[src/rtl/audio_mixer_seq.sv]
// Multi-channel sample sequencer/mixer between the codec handshake and the sample ROM.
// Optional overrun counter port: define AUDIO_MIXER_OVERRUN_CNT_EN.
module audio_mixer_seq #(
  parameter int NUM_CH = 4,
  parameter int ADDR_W = 17,
  parameter int DATA_W = 16,
  parameter int DIV_W  = 16
) (
  input  logic                     Clk,
  input  logic                     Reset,
  input  logic                     INIT_FINISH,
  output logic                     INIT,
  input  logic                     data_over,
  input  logic [NUM_CH-1:0]        ch_start,
  input  logic [NUM_CH-1:0]        ch_loop,
  input  logic [NUM_CH*ADDR_W-1:0] ch_base,
  input  logic [NUM_CH*ADDR_W-1:0] ch_len,
  input  logic [NUM_CH*DIV_W-1:0]  ch_div,
  output logic [NUM_CH-1:0]        ch_active,
  output logic [NUM_CH-1:0]        ch_done,
  output logic                     mem_rd,
  output logic [ADDR_W-1:0]        mem_addr,
  input  logic [DATA_W-1:0]        mem_data,
  output logic [DATA_W-1:0]        sample_out,
  output logic                     sample_valid
`ifdef AUDIO_MIXER_OVERRUN_CNT_EN
  ,
  output logic [7:0]               overrun_cnt
`endif
);

  localparam int ACC_W = DATA_W + $clog2(NUM_CH) + 1;
  localparam int CNT_W = $clog2(NUM_CH + 1);
  localparam int IDX_W = (NUM_CH > 1) ? $clog2(NUM_CH) : 1;

  typedef enum logic [1:0] {
    ST_WAIT = 2'd0,
    ST_IDLE = 2'd1,
    ST_MIX  = 2'd2
  } state_t;

  state_t                    state_r;
  logic [CNT_W-1:0]          mix_cnt_r;
  logic                      init_r;
  logic [NUM_CH-1:0]         active_r;
  logic [NUM_CH-1:0]         done_r;
  logic [ADDR_W-1:0]         offset_r [NUM_CH];
  logic [DIV_W-1:0]          rate_r [NUM_CH];
  logic                      mem_rd_r;
  logic                      rd_d_r;
  logic [ADDR_W-1:0]         mem_addr_r;
  logic signed [ACC_W-1:0]   acc_r;
  logic [DATA_W-1:0]         sample_out_r;
  logic                      sample_valid_r;

  logic [ADDR_W-1:0]         base_s [NUM_CH];
  logic [ADDR_W-1:0]         len_s [NUM_CH];
  logic [DIV_W-1:0]          div_s [NUM_CH];
  logic [NUM_CH-1:0]         start_s;
  logic [NUM_CH-1:0]         act_nxt_s;
  logic [NUM_CH-1:0]         done_nxt_s;
  logic [ADDR_W-1:0]         off_nxt_s [NUM_CH];
  logic [DIV_W-1:0]          rate_nxt_s [NUM_CH];
  logic [ADDR_W-1:0]         addr_nxt_s [NUM_CH];
  logic                      rd_go_s;
  logic [IDX_W-1:0]          rd_idx_s;
  logic signed [ACC_W-1:0]   data_ext_s;
  logic signed [ACC_W-1:0]   acc_sum_s;

  function automatic logic [DATA_W-1:0] sat_f(input logic signed [ACC_W-1:0] v);
    logic signed [ACC_W-1:0] hi;
    logic signed [ACC_W-1:0] lo;
    hi = {{(ACC_W-DATA_W+1){1'b0}}, {(DATA_W-1){1'b1}}};
    lo = ~hi;
    if (v > hi) begin
      sat_f = hi[DATA_W-1:0];
    end else if (v < lo) begin
      sat_f = lo[DATA_W-1:0];
    end else begin
      sat_f = v[DATA_W-1:0];
    end
  endfunction

  for (genvar g = 0; g < NUM_CH; g++) begin : g_unpack
    assign base_s[g]  = ch_base[g*ADDR_W +: ADDR_W];
    assign len_s[g]   = ch_len[g*ADDR_W +: ADDR_W];
    assign div_s[g]   = ch_div[g*DIV_W +: DIV_W];
    assign start_s[g] = ch_start[g] && (state_r != ST_WAIT) && (len_s[g] != '0);
  end

  // Next channel state; reads address channels with these values so each read sees its own cycle's offset
  always_comb begin
    for (int k = 0; k < NUM_CH; k++) begin
      act_nxt_s[k]  = active_r[k];
      done_nxt_s[k] = 1'b0;
      off_nxt_s[k]  = offset_r[k];
      rate_nxt_s[k] = rate_r[k];
      if (start_s[k]) begin
        act_nxt_s[k]  = 1'b1;
        off_nxt_s[k]  = '0;
        rate_nxt_s[k] = '0;
      end else if (active_r[k]) begin
        if (rate_r[k] == div_s[k]) begin
          rate_nxt_s[k] = '0;
          if (offset_r[k] == len_s[k] - ADDR_W'(1'b1)) begin
            off_nxt_s[k] = '0;
            if (ch_loop[k]) begin
              act_nxt_s[k] = 1'b1;
            end else begin
              act_nxt_s[k]  = 1'b0;
              done_nxt_s[k] = 1'b1;
            end
          end else begin
            off_nxt_s[k] = offset_r[k] + ADDR_W'(1'b1);
          end
        end else begin
          rate_nxt_s[k] = rate_r[k] + DIV_W'(1'b1);
        end
      end else begin
        act_nxt_s[k] = 1'b0;
      end
      addr_nxt_s[k] = base_s[k] + off_nxt_s[k];
    end
  end

  // Pick which channel is read in the coming cycle of a mix
  always_comb begin
    rd_go_s  = 1'b0;
    rd_idx_s = '0;
    if ((state_r == ST_IDLE) && data_over) begin
      rd_go_s = 1'b1;
    end else if ((state_r == ST_MIX) && (mix_cnt_r < CNT_W'(NUM_CH - 1))) begin
      rd_go_s  = 1'b1;
      rd_idx_s = IDX_W'(mix_cnt_r + CNT_W'(1'b1));
    end else begin
      rd_go_s = 1'b0;
    end
  end

  // Running sum including the ROM word returned this cycle
  always_comb begin
    data_ext_s = {{(ACC_W-DATA_W){mem_data[DATA_W-1]}}, mem_data};
    if (rd_d_r) begin
      acc_sum_s = acc_r + data_ext_s;
    end else begin
      acc_sum_s = acc_r;
    end
  end

  // Per-channel playback registers
  always_ff @(posedge Clk) begin
    if (Reset) begin
      active_r <= '0;
      done_r   <= '0;
      for (int k = 0; k < NUM_CH; k++) begin
        offset_r[k] <= '0;
        rate_r[k]   <= '0;
      end
    end else begin
      active_r <= act_nxt_s;
      done_r   <= done_nxt_s;
      for (int k = 0; k < NUM_CH; k++) begin
        offset_r[k] <= off_nxt_s[k];
        rate_r[k]   <= rate_nxt_s[k];
      end
    end
  end

  // Top FSM with ROM port, accumulator and mixed output
  always_ff @(posedge Clk) begin
    if (Reset) begin
      state_r        <= ST_WAIT;
      mix_cnt_r      <= '0;
      init_r         <= 1'b1;
      mem_rd_r       <= 1'b0;
      rd_d_r         <= 1'b0;
      mem_addr_r     <= '0;
      acc_r          <= '0;
      sample_out_r   <= '0;
      sample_valid_r <= 1'b0;
`ifdef AUDIO_MIXER_OVERRUN_CNT_EN
      overrun_cnt    <= 8'd0;
`endif
    end else begin
      mem_rd_r       <= rd_go_s & act_nxt_s[rd_idx_s];
      rd_d_r         <= mem_rd_r;
      sample_valid_r <= 1'b0;
      acc_r          <= acc_sum_s;
      if (rd_go_s) begin
        mem_addr_r <= addr_nxt_s[rd_idx_s];
      end
      case (state_r)
        ST_WAIT: begin
          init_r <= 1'b1;
          if (INIT_FINISH) begin
            state_r <= ST_IDLE;
            init_r  <= 1'b0;
          end
        end
        ST_IDLE: begin
          init_r <= 1'b0;
          if (data_over) begin
            state_r   <= ST_MIX;
            mix_cnt_r <= '0;
          end
        end
        ST_MIX: begin
          init_r <= 1'b0;
          if (mix_cnt_r == CNT_W'(NUM_CH)) begin
            state_r        <= ST_IDLE;
            mix_cnt_r      <= '0;
            sample_out_r   <= sat_f(acc_sum_s);
            sample_valid_r <= 1'b1;
            acc_r          <= '0;
          end else begin
            mix_cnt_r <= mix_cnt_r + CNT_W'(1'b1);
          end
`ifdef AUDIO_MIXER_OVERRUN_CNT_EN
          if (data_over && (overrun_cnt != 8'hFF)) begin
            overrun_cnt <= overrun_cnt + 8'd1;
          end
`endif
        end
        default: begin
          state_r   <= ST_WAIT;
          mix_cnt_r <= '0;
          init_r    <= 1'b1;
        end
      endcase
    end
  end

  assign INIT         = init_r;
  assign ch_active    = active_r;
  assign ch_done      = done_r;
  assign mem_rd       = mem_rd_r;
  assign mem_addr     = mem_addr_r;
  assign sample_out   = sample_out_r;
  assign sample_valid = sample_valid_r;

endmodule

[config.mk]
export PLATFORM = sky130hd
export DESIGN_NAME = audio_mixer_seq
export DESIGN_NICKNAME = d
export VERILOG_FILES = /design/src/rtl/audio_mixer_seq.sv
export SDC_FILE = /design/constraint.sdc
export NUM_CORES = 1
export LEC_CHECK = 0
export ABC_CLOCK_PERIOD_IN_PS = 15200
export CAP_MARGIN = 10
export CORE_MARGIN = 2
export CORE_UTILIZATION = 40
export DETAILED_ROUTE_END_ITERATION = 12
export MAX_ROUTING_LAYER = met4
export PLACE_DENSITY_LB_ADDON = 0.08
export SYNTH_ARGS = -nofsm -noshare
export SYNTH_HDL_FRONTEND = slang
export SYNTH_SLANG_ARGS = --single-unit
[constraint.sdc]
create_clock -name Clk -period 15.2 [get_ports Clk]
set_input_delay 2.28 -clock Clk [delete_from_list [all_inputs] [get_ports Clk]]
set_output_delay 2.28 -clock Clk [all_outputs]
set_load 0.05 [all_outputs]
==> reports/metrics.csv, run 1 <==
stage;metric;value;unit
status;status;finished, final reports clean;
min_path;Min-Delay Path Class;reg2reg;
routing;via count;15300;
logic_synthesis;Syn Inst Count;2044;
setup_path;Worst Path Required;15.61;ns
setup_path;critical path fanouts, max;29;
power_and_ir_drop;sequential share of power;0.368;
setup_path;crit path DAT;8.97;ns
routing;DR iter-0 viols;997;
logic_synthesis;adder and majority gate portion of the synthesized area;0.0825;
flow_run;Max-Cap Viols;0;
logic_synthesis;Synth area leaders;dfxtp_1, xnor2_1, ha_1, xor2_1, nor2_1;
logic_synthesis;Synth top area share;0.251;
routing;drt via density;5.44;
logic_synthesis;Post-Syn Area;0.0160;mm2
timing;fin. max-slew vios;0;
setup_path;reg2reg end;mem_addr[16]$_SDFFE_PP0P_;
logic_synthesis;synth warn;0;
clocking;CTS tree;yes;
timing;Tcrit/Tclk final;0.563;
floorplanning;Top-Level Pins;272;
setup_path;Setup crit start kind;primary input;
timing;RSZ-0062 raised after global routing;false;
finish;layout cells sized above 1;0.0407;
place;Placer Congestion;0.885;
setup_path;FF-to-FF path depth;18;
timing;post-layout min period;8.56;ns
routing;Remaining DRCs;0;
finish;most common cell after layout, fill and taps aside;nor2_1;
clocking;clock-pin slew on the worst setup and hold paths;0.06;ns
logic_synthesis;multiplexer area fraction after synthesis;0.0159;
power_and_ir_drop;Peak VDD IR;0.0636;mV
logic_synthesis;number of flops mapped to enable cells by yosys;0;
clocking;PostCTS Resize Cnt;0;
global_route;grt peak-use layer;met2;
routing;TritonRoute pass-1 iters;6;
global_route;gr ovfl total;0;
logic_synthesis;asr flop ratio synth;0;
setup_path;Crit Path Class;in2reg;
finish;Area Growth Syn to Fin;25.3;%
routing;drt total wl;49.7;mm
setup_path;Critical Path End Type;flop;
global_route;first-pass GRT wire length;77.4;mm
global_route;GR Util met2;0.378;
routing;remaining antenna violation count;0;
timing;setup violators final;0;
setup_path;crit path to;mem_addr[16]$_SDFFE_PP0P_;
floorplanning;core area;0.0396;mm2
finish;commonest cells after routing, fill and taps aside;nor2_1, clkdlybuf4s50_1, dfxtp_1;
logic_synthesis;Yosys reg bits;201;
clocking;CTS Buf Count;25;
floorplanning;die area;0.0416;mm2
clocking;Sink Count;201;
global_route;GRT Resource Usage Total;0.238;
clocking;clock root buffer;clkbuf_16;
routing;WL/cell;17.7;um
logic_synthesis;largest area contributor in the netlist;dfxtp_1;
power_and_ir_drop;power per cell area;73.4;mW/mm2
global_route;largest net degree at the start of global routing;62;
place;port bufs;271;
place;DP Cell Count;2765;
setup_path;CP startpoint;ch_len[36];
logic_synthesis;Post-Synth Simple-Gate Area;0.279;
floorplanning;Placement Rows;73;
logic_synthesis;Synth Area per Inst;7.83;um2
timing;setup_tns;0;ns
power_and_ir_drop;LEAKAGE;0.00750;uW
timing;clock skew;0.00805;ns
clocking;H-tree depth;1;
global_route;initial antenna violation count;1;
place;hpwl dp;39.4;mm
global_route;met1 usage;0.324;
finish;final cell count without fillers;2811;
logic_synthesis;post-synth cell types;80;
logic_synthesis;largest family of logic cells by synthesized area;simple AND/OR/NAND/NOR gates;
timing;Hold Vio Cnt, Final;0;
clocking;clk_lat worst skew;0.54;ns
power_and_ir_drop;Psw;395;uW
floorplanning;starting density of the core;0.404;
power_and_ir_drop;P_int;1080;uW
timing;Max Clk Rate;117;MHz
power_and_ir_drop;Comb pwr share;0.169;
logic_synthesis;Synth Flop Type;dfxtp_1;
floorplanning;Die Width;204;um
power_and_ir_drop;switching part of the total;0.268;
setup_path;Reg2Reg Launch Point;rate_r[1][0]$_SDFFE_PP0P_;
clocking;post-CTS setup buffer count;0;
timing;relative slew slack;0.160;
power_and_ir_drop;Clock power frac;0.463;
global_route;vias in the first global route;14500;
timing;Tightest Pin Transition;1.26;ns
logic_synthesis;sequential share of the synthesized area;0.251;
clocking;hold_buf cts;0;
global_route;GRT met3 Usage;0.0301;
setup_path;FF-to-FF setup slack;9.12;ns
logic_synthesis;Synth Area in Compound Gates;0.151;
logic_synthesis;Synth Area in XOR/XNOR;0.185;
floorplanning;Die Ht;204;um
finish;Net count, final;2596;
logic_synthesis;Post-Syn Nets;2373;
clocking;Bufs on Longest Clock Path;3;
metrics by stage:
step	utilization	total power [uW]	hold WS (ns)	worst slack, ns	instance area [um2]
3_5_place_dp	0.482	801	0.447	6.24	19100
5_1_grt	0.506	1530	0.464	6.10	20100
6_report	0.506	1470	0.456	6.64	20100
2_1_floorplan	-	686	0.472	7.79	16000
4_1_cts	0.506	1490	0.458	6.78	20000
3_3_place_gp	0.482	800	0.439	6.34	19100
kinds of logic after synthesis:
logic type,count (synthesis)
simple gates,885
mux,25
fa+ha+maj,103
xor+xnor,334
buf+inv,143
compound gates,353
flops,201
critical path: stages:
cell and delay (ns):
clkdlybuf4s50_1 0.51, or4_1 0.75, nor4_4 0.45, nand2_1 0.10, o31a_1 0.30, nor4_1 0.27, and4b_1 0.32, a21o_1 0.72
nor2_1 0.12, ha_1 0.37, a2111oi_0 0.43, inv_1 0.13, o21ai_0 0.41, a211oi_1 0.15, a2111oi_0 0.69, o21bai_1 0.12
a21oi_1 0.22, xnor3_1 0.33, o211ai_1 0.17, o211ai_1 0.12
worst min path at each step:
stage                         startpoint                   endpoint  slack [ns]  cells after the start
3_3_place_gp   mem_addr[11]$_SDFFE_PP0P_  mem_addr[11]$_SDFFE_PP0P_        0.44                      2
6_report        mem_addr[6]$_SDFFE_PP0P_   mem_addr[6]$_SDFFE_PP0P_        0.46                      2
4_1_cts         mem_addr[4]$_SDFFE_PP0P_   mem_addr[4]$_SDFFE_PP0P_        0.46                      2
2_1_floorplan        acc_r[6]$_SDFF_PP0_        acc_r[6]$_SDFF_PP0_        0.47                      2
3_5_place_dp    mem_addr[4]$_SDFFE_PP0P_   mem_addr[4]$_SDFFE_PP0P_        0.45                      2
5_1_grt         mem_addr[4]$_SDFFE_PP0P_   mem_addr[4]$_SDFFE_PP0P_        0.46                      2
sequential cells by signal, indices dropped and copies added (netlist names):
name	flops
ch_done	4
sample_out	16
ch_active	4
state_r	2
rate_r	64
rd_d_r	1
mix_cnt_r	3
sample_valid	1
mem_addr	17
offset_r	68
mem_rd	1
INIT	1
acc_r	19
cells in the mapped netlist, types with 5 or more instances:
cell / count
a2111oi_0: 9
a211oi_1: 42
a21o_1: 25
a21oi_1: 82
a31oi_1: 19
a32oi_1: 5
and2_1: 14
and3_1: 34
and4_1: 9
buf_2: 16
clkbuf_1: 67
dfxtp_1: 201
fa_1: 5
ha_1: 96
inv_1: 59
mux2i_1: 22
nand2_1: 119
nand2b_1: 19
nand3_1: 73
nand3b_1: 10
nand4_1: 58
nor2_1: 275
nor2b_1: 33
nor3_1: 123
nor3b_1: 8
nor4_1: 29
nor4b_1: 7
o2111ai_1: 5
o211a_1: 6
o211ai_1: 12
o21a_1: 15
o21ai_0: 50
o21bai_1: 13
o31a_1: 9
o31ai_1: 13
or2_2: 15
or3_1: 23
or4_1: 17
xnor2_1: 198
xor2_1: 133
area by class of cell:
cell class | instances | area, um2
diodes | 1 | 2.50
clock buffers | 31 | 698
clock inverters | 14 | 238
fillers | 3920 | 19600
inverters | 59 | 221
multi-input cells | 1700 | 11400
flip-flops and latches | 201 | 4020
well taps | 525 | 657
repair buffers | 280 | 2780
power groups by stage:
stage | clock network, uW | registers, uW | logic, uW
final | 682 | 542 | 249
after global routing | 714 | 542 | 270
after CTS | 695 | 542 | 250
after detailed placement | 0 | 553 | 248
after global placement | 0 | 553 | 246
after floorplan | 0 | 567 | 119
per-layer routing:
metal | routed length (um) | vias up
li1 | - | 7741
met1 | 23900 | 7184
met2 | 22500 | 321
met3 | 2400 | 57
met4 | 908 | 0
met5 | 0 | -
No activity file was read; power rests on OpenSTA's default activity.
==> run 2, diff against run 1 <==
--- a/config.mk
+++ b/config.mk
@@ -5,7 +5,7 @@
 export SDC_FILE = /design/constraint.sdc
 export NUM_CORES = 1
 export LEC_CHECK = 0
-export ABC_CLOCK_PERIOD_IN_PS = 15200
+export ABC_CLOCK_PERIOD_IN_PS = 8240
 export CAP_MARGIN = 10
 export CORE_MARGIN = 2
 export CORE_UTILIZATION = 40
==> constraint.sdc (replaced) <==
create_clock -name Clk -period 8.24 [get_ports Clk]
set_input_delay 1.236 -clock Clk [delete_from_list [all_inputs] [get_ports Clk]]
set_output_delay 1.236 -clock Clk [all_outputs]
set_load 0.05 [all_outputs]
==> reports/metrics.csv, run 2 (synthesis results as in run 1) <==
stage;metric;value;unit
clocking;H-tree depth;1;
power_and_ir_drop;LEAKAGE;0.00749;uW
clocking;hold_buf cts;0;
global_route;vias in the first global route;14600;
timing;post-layout min period;7.06;ns
floorplanning;Placement Rows;73;
setup_path;crit path DAT;7.47;ns
setup_path;crit path max-delay cell type;or4_1;
floorplanning;core area;0.0396;mm2
setup_path;Crit path max-delay family;compound AO/OA/AOI/OAI gates;
setup_path;worst path bufs/invs;2;
floorplanning;starting density of the core;0.404;
clocking;clock root buffer;clkbuf_16;
clocking;CTS Buf Count;26;
clocking;clock-pin slew on the worst setup and hold paths;0.06;ns
clocking;Bufs on Longest Clock Path;3;
setup_path;Slowest Stage Delay on Critical Path;0.75;ns
timing;clock skew;0.0207;ns
clocking;Sink Count;201;
place;port bufs;271;
status;status;finished, final reports clean;
finish;layout cells sized above 1;0.0407;
place;Placer Congestion;0.871;
floorplanning;Die Width;204;um
routing;drt via density;5.44;
floorplanning;die area;0.0416;mm2
routing;DR iter-0 viols;779;
floorplanning;Die Ht;204;um
setup_path;Setup crit start kind;primary input;
min_path;Min-Delay Path Class;reg2reg;
finish;Net count, final;2600;
global_route;initial antenna violation count;3;
setup_path;worst-path cell chain;clkdlybuf4s50_1 > or4_1 > nor4_4 > nand2_1 > o31a_1 > nor4_1 > and4b_1 > a21o_1 > nor2_1 > ha_1 > a2111oi_0 > inv_1 > o21ai_0 > a211oi_1 > a2111oi_0 > o21bai_1 > a21oi_1 > xnor3_1 > o211ai_1 > o211ai_1;
setup_path;Critical Path End Type;flop;
routing;via count;15300;
timing;relative slew slack;0.187;
timing;Max Clk Rate;142;MHz
setup_path;critical path fanouts, max;14;
routing;TritonRoute pass-1 iters;5;
finish;biggest regs;offset_r x68, rate_r x64, acc_r x19;
finish;Largest register FFs;68;
routing;Remaining DRCs;0;
timing;fin. max-slew vios;0;
timing;RSZ-0062 raised after global routing;false;
finish;Fillers;3951;
global_route;GRT Resource Usage Total;0.240;
finish;most common cell after layout, fill and taps aside;nor2_1;
place;hpwl dp;39.7;mm
timing;setup ws final;1.18;ns
flow_run;Max-Cap Viols;0;
clocking;clk_lat worst skew;0.55;ns
power_and_ir_drop;power per cell area;131;mW/mm2
timing;Tightest Pin Transition;1.22;ns
setup_path;Worst Path Required;8.66;ns
timing;setup violators final;0;
timing;setup_tns;0;ns
setup_path;Crit Path Class;in2reg;
routing;WL/cell;17.8;um
finish;Area Growth Syn to Fin;24.9;%
finish;most flop-heavy register;offset_r;
place;Setup Slack @ Placement;0.783;ns
global_route;largest net degree at the start of global routing;63;
finish;commonest cells after routing, fill and taps aside;nor2_1, clkdlybuf4s50_1, dfxtp_1;
power_and_ir_drop;Peak VDD IR;0.137;mV
routing;drt total wl;50.1;mm
routing;remaining antenna violation count;0;
floorplanning;Top-Level Pins;272;
global_route;first-pass GRT wire length;78.2;mm
clocking;post-CTS setup buffer count;0;
timing;Tcrit/Tclk final;0.856;
global_route;gr ovfl total;0;
clocking;CTS tree;yes;
timing;Hold Vio Cnt, Final;0;
clocking;PostCTS Resize Cnt;0;
[run 2: changes by cell type in the layout (fill, tap and decap cells not counted), sizes merged]
cell	change
bufinv	-4
buf	+3
clkinv	+3
diode	+2
clkbuf	+1
clkinvlp	-1
inv	-1
[run 2: area by class of cell]
class | instances | area, um2 | share of cell area
antenna | 3 | 7.51 | 0.000375
clock buffer | 32 | 734 | 0.0367
clock inverter | 11 | 116 | 0.00582
inverter | 59 | 221 | 0.0111
multi-input combinational | 1700 | 11400 | 0.572
sequential | 201 | 4020 | 0.201
tap | 525 | 657 | 0.0329
timing repair buffer | 283 | 2800 | 0.140
[run 2: layer usage]
layer	global-route usage	wire length [um]	part of all wire
met4	0.0481	835	0.017
met1	0.321	23900	0.48
met5	-	0	0
met3	0.0357	2340	0.047
met2	0.386	23000	0.46
[run 2: path summary, 6_finish.rpt]
| path | from | to | slack [ns] | cells after the start |
|---|---|---|---|---|
| setup reg to reg | rate_r[2][0]$_SDFFE_PP0P_ | mem_addr[16]$_SDFFE_PP0P_ | 2.52 | 19 |
| hold reg to reg | mem_addr[4]$_SDFFE_PP0P_ | mem_addr[4]$_SDFFE_PP0P_ | 0.45 | 2 |
| hold / removal | mem_addr[4]$_SDFFE_PP0P_ | mem_addr[4]$_SDFFE_PP0P_ | 0.45 | 2 |
| setup / recovery | ch_len[36] | mem_addr[16]$_SDFFE_PP0P_ | 1.18 | 20 |
[run 2: through the flow]
step	hold WS, ns	instance area, um2	utilization	power [uW]	std cells
2_1_floorplan	0.472	16000	-	1270	2044
3_3_place_gp	0.437	19100	0.482	1480	2767
3_5_place_dp	0.447	19100	0.482	1480	2767
4_1_cts	0.459	20000	0.504	2640	2810
5_1_grt	0.476	20000	0.504	2720	2814
6_report	0.454	20000	0.504	2610	2814
[run 2: where the power goes]
| part | leakage, uW | internal, uW | switching [uW] |
|---|---|---|---|
| registers | 0.00162 | 986 | 18.2 |
| logic | 0.00545 | 215 | 243 |
| clock network | 0.000415 | 688 | 459 |
[run 2: tightest hold or removal path, delay by kind of cell, from the launching register on]
family,cells,cell delay (ns)
simple gates,1,0.05
flops,1,0.31
compound gates,1,0.05
==> run 3, diff against run 2 <==
--- a/config.mk
+++ b/config.mk
@@ -8,7 +8,7 @@
 export ABC_CLOCK_PERIOD_IN_PS = 8240
 export CAP_MARGIN = 10
 export CORE_MARGIN = 2
-export CORE_UTILIZATION = 40
+export CORE_UTILIZATION = 36
 export DETAILED_ROUTE_END_ITERATION = 12
 export MAX_ROUTING_LAYER = met4
 export PLACE_DENSITY_LB_ADDON = 0.08
==> reports/metrics.csv, run 3 (synthesis results as in run 1) <==
stage;metric;value;unit
status;status;finished, final reports clean;
floorplanning;Die Width;215;um
clocking;Bufs on Longest Clock Path;3;
setup_path;Setup crit start kind;primary input;
floorplanning;Die Ht;215;um
finish;post-route design area;0.0201;mm2
clocking;H-tree depth;1;
finish;Largest register FFs;68;
routing;WL/cell;17.7;um
floorplanning;die area;0.0462;mm2
finish;# diodes;0;
clocking;CTS tree;yes;
place;Placer Congestion;0.886;
timing;setup_tns;0;ns
finish;most common cell after layout, fill and taps aside;nor2_1;
setup_path;crit path max-delay cell type;or4_1;
global_route;first-pass GRT wire length;80.4;mm
floorplanning;Placement Rows;77;
setup_path;reg2reg end;mem_addr[14]$_SDFFE_PP0P_;
flow_run;Max-Cap Viols;0;
routing;Remaining DRCs;0;
timing;post-layout min period;7.10;ns
timing;Hold Vio Cnt, Final;0;
setup_path;WP depth;20;
global_route;vias in the first global route;14800;
floorplanning;Top-Level Pins;272;
timing;RSZ-0062 raised after global routing;false;
routing;drt via density;5.30;
clocking;Sink Count;201;
setup_path;FF-to-FF path depth;18;
finish;most flop-heavy register;offset_r;
clocking;clock-pin slew on the worst setup and hold paths;0.06;ns
timing;Max Clk Rate;141;MHz
clocking;clk_lat worst skew;0.55;ns
routing;remaining antenna violation count;0;
setup_path;critical path fanouts, max;25;
setup_path;crit path to;mem_addr[14]$_SDFFE_PP0P_;
setup_path;Slowest Stage Delay on Critical Path;0.74;ns
setup_path;CP startpoint;ch_len[36];
place;Placed Instance Area;0.0192;mm2
timing;Tcrit/Tclk final;0.862;
routing;TritonRoute pass-1 iters;5;
finish;final cell count without fillers;2883;
clocking;PostCTS Resize Cnt;0;
finish;commonest cells after routing, fill and taps aside;nor2_1, clkdlybuf4s50_1, dfxtp_1;
clocking;post-CTS setup buffer count;0;
clocking;clock root buffer;clkbuf_16;
place;port bufs;271;
timing;fin. max-slew vios;0;
clocking;CTS Buf Count;26;
place;hpwl dp;40.4;mm
finish;biggest regs;offset_r x68, rate_r x64, acc_r x19;
routing;DR iter-0 viols;868;
setup_path;Crit path max-delay family;compound AO/OA/AOI/OAI gates;
finish;layout cells sized above 1;0.0410;
power_and_ir_drop;LEAKAGE;0.00752;uW
global_route;initial antenna violation count;0;
timing;relative slew slack;0.396;
global_route;gr ovfl total;0;
floorplanning;core area;0.0440;mm2
floorplanning;starting density of the core;0.364;
setup_path;Reg2Reg Launch Point;rate_r[2][5]$_SDFFE_PP0P_;
power_and_ir_drop;Peak VDD IR;0.112;mV
setup_path;FF-to-FF setup slack;2.38;ns
routing;drt total wl;51.0;mm
power_and_ir_drop;power per cell area;134;mW/mm2
place;DP Cell Count;2835;
finish;Area Growth Syn to Fin;25.8;%
min_path;Min-Delay Path Class;reg2reg;
finish;Net count, final;2601;
global_route;largest net degree at the start of global routing;45;
timing;setup violators final;0;
setup_path;worst path bufs/invs;2;
setup_path;Crit Path Class;in2reg;
setup_path;crit path DAT;7.50;ns
timing;clock skew;0.0124;ns
global_route;GRT Resource Usage Total;0.222;
timing;Tightest Pin Transition;0.901;ns
setup_path;Worst Path Required;8.64;ns
setup_path;Critical Path End Type;flop;
clocking;hold_buf cts;0;
setup_path;worst-path cell chain;clkdlybuf4s50_1 > or4_1 > nor4_4 > nand2_1 > o31a_1 > nor4_1 > and4b_1 > a21o_1 > buf_4 > nor2_1 > ha_1 > nor2b_1 > o31a_1 > o21ai_0 > a211oi_1 > a2111oi_0 > xnor2_1 > nor2_1 > a2111oi_0 > a211oi_1;
routing;via count;15300;
==> run 3: worst min-delay path, stage by stage (launching register included) <==
cell and delay, ns:
dfxtp_1 0.31, nand2_1 0.05, a21oi_1 0.05
==> run 3: metal layers <==
metal  up-vias  track usage  wire length [um]
li1       7783            -                 -
met1      7084        0.299             24500
met2       343        0.350             22800
met3        56       0.0323              2710
met4         0       0.0505               966
met5         -            -                 0
==> run 3: worst min path at each step <==
| stage | slack (ns) | start | cells after the start | end |
|---|---|---|---|---|
| after detailed placement | 0.45 | mem_addr[4]$_SDFFE_PP0P_ | 2 | mem_addr[4]$_SDFFE_PP0P_ |
| after global routing | 0.48 | mem_rd$_SDFF_PP0_ | 1 | rd_d_r$_SDFF_PP0_ |
| after CTS | 0.46 | mem_addr[4]$_SDFFE_PP0P_ | 2 | mem_addr[4]$_SDFFE_PP0P_ |
| after floorplan | 0.47 | acc_r[6]$_SDFF_PP0_ | 2 | acc_r[6]$_SDFF_PP0_ |
| final | 0.46 | mem_addr[4]$_SDFFE_PP0P_ | 2 | mem_addr[4]$_SDFFE_PP0P_ |
| after global placement | 0.44 | mem_addr[6]$_SDFFE_PP0P_ | 2 | mem_addr[6]$_SDFFE_PP0P_ |
==> run 3: where the power goes <==
part | switching [uW] | internal (uW) | total, uW | leakage, uW
sequential | 19.7 | 985 | 1010 | 0.00162
clock | 480 | 757 | 1240 | 0.000448
combinational | 243 | 215 | 458 | 0.00545
==> run 3: per-stage QoR <==
stage,setup WS (ns),power [uW],utilization,hold WS [ns]
4_1_cts,1.15,2730,0.457,0.463
6_report,1.14,2700,0.457,0.462
3_5_place_dp,0.587,1480,0.436,0.452
3_3_place_gp,0.749,1480,0.436,0.443
5_1_grt,0.580,2810,0.457,0.484
2_1_floorplan,1.88,1270,-,0.472
==> run 3: area by class of cell <==
type,instances,area (um2)
clock buffers,36,749
clock inverters,11,158
fillers,4458,23900
inverters,59,221
multi-input cells,1700,11400
flip-flops and latches,201,4020
well taps,592,741
repair buffers,284,2810
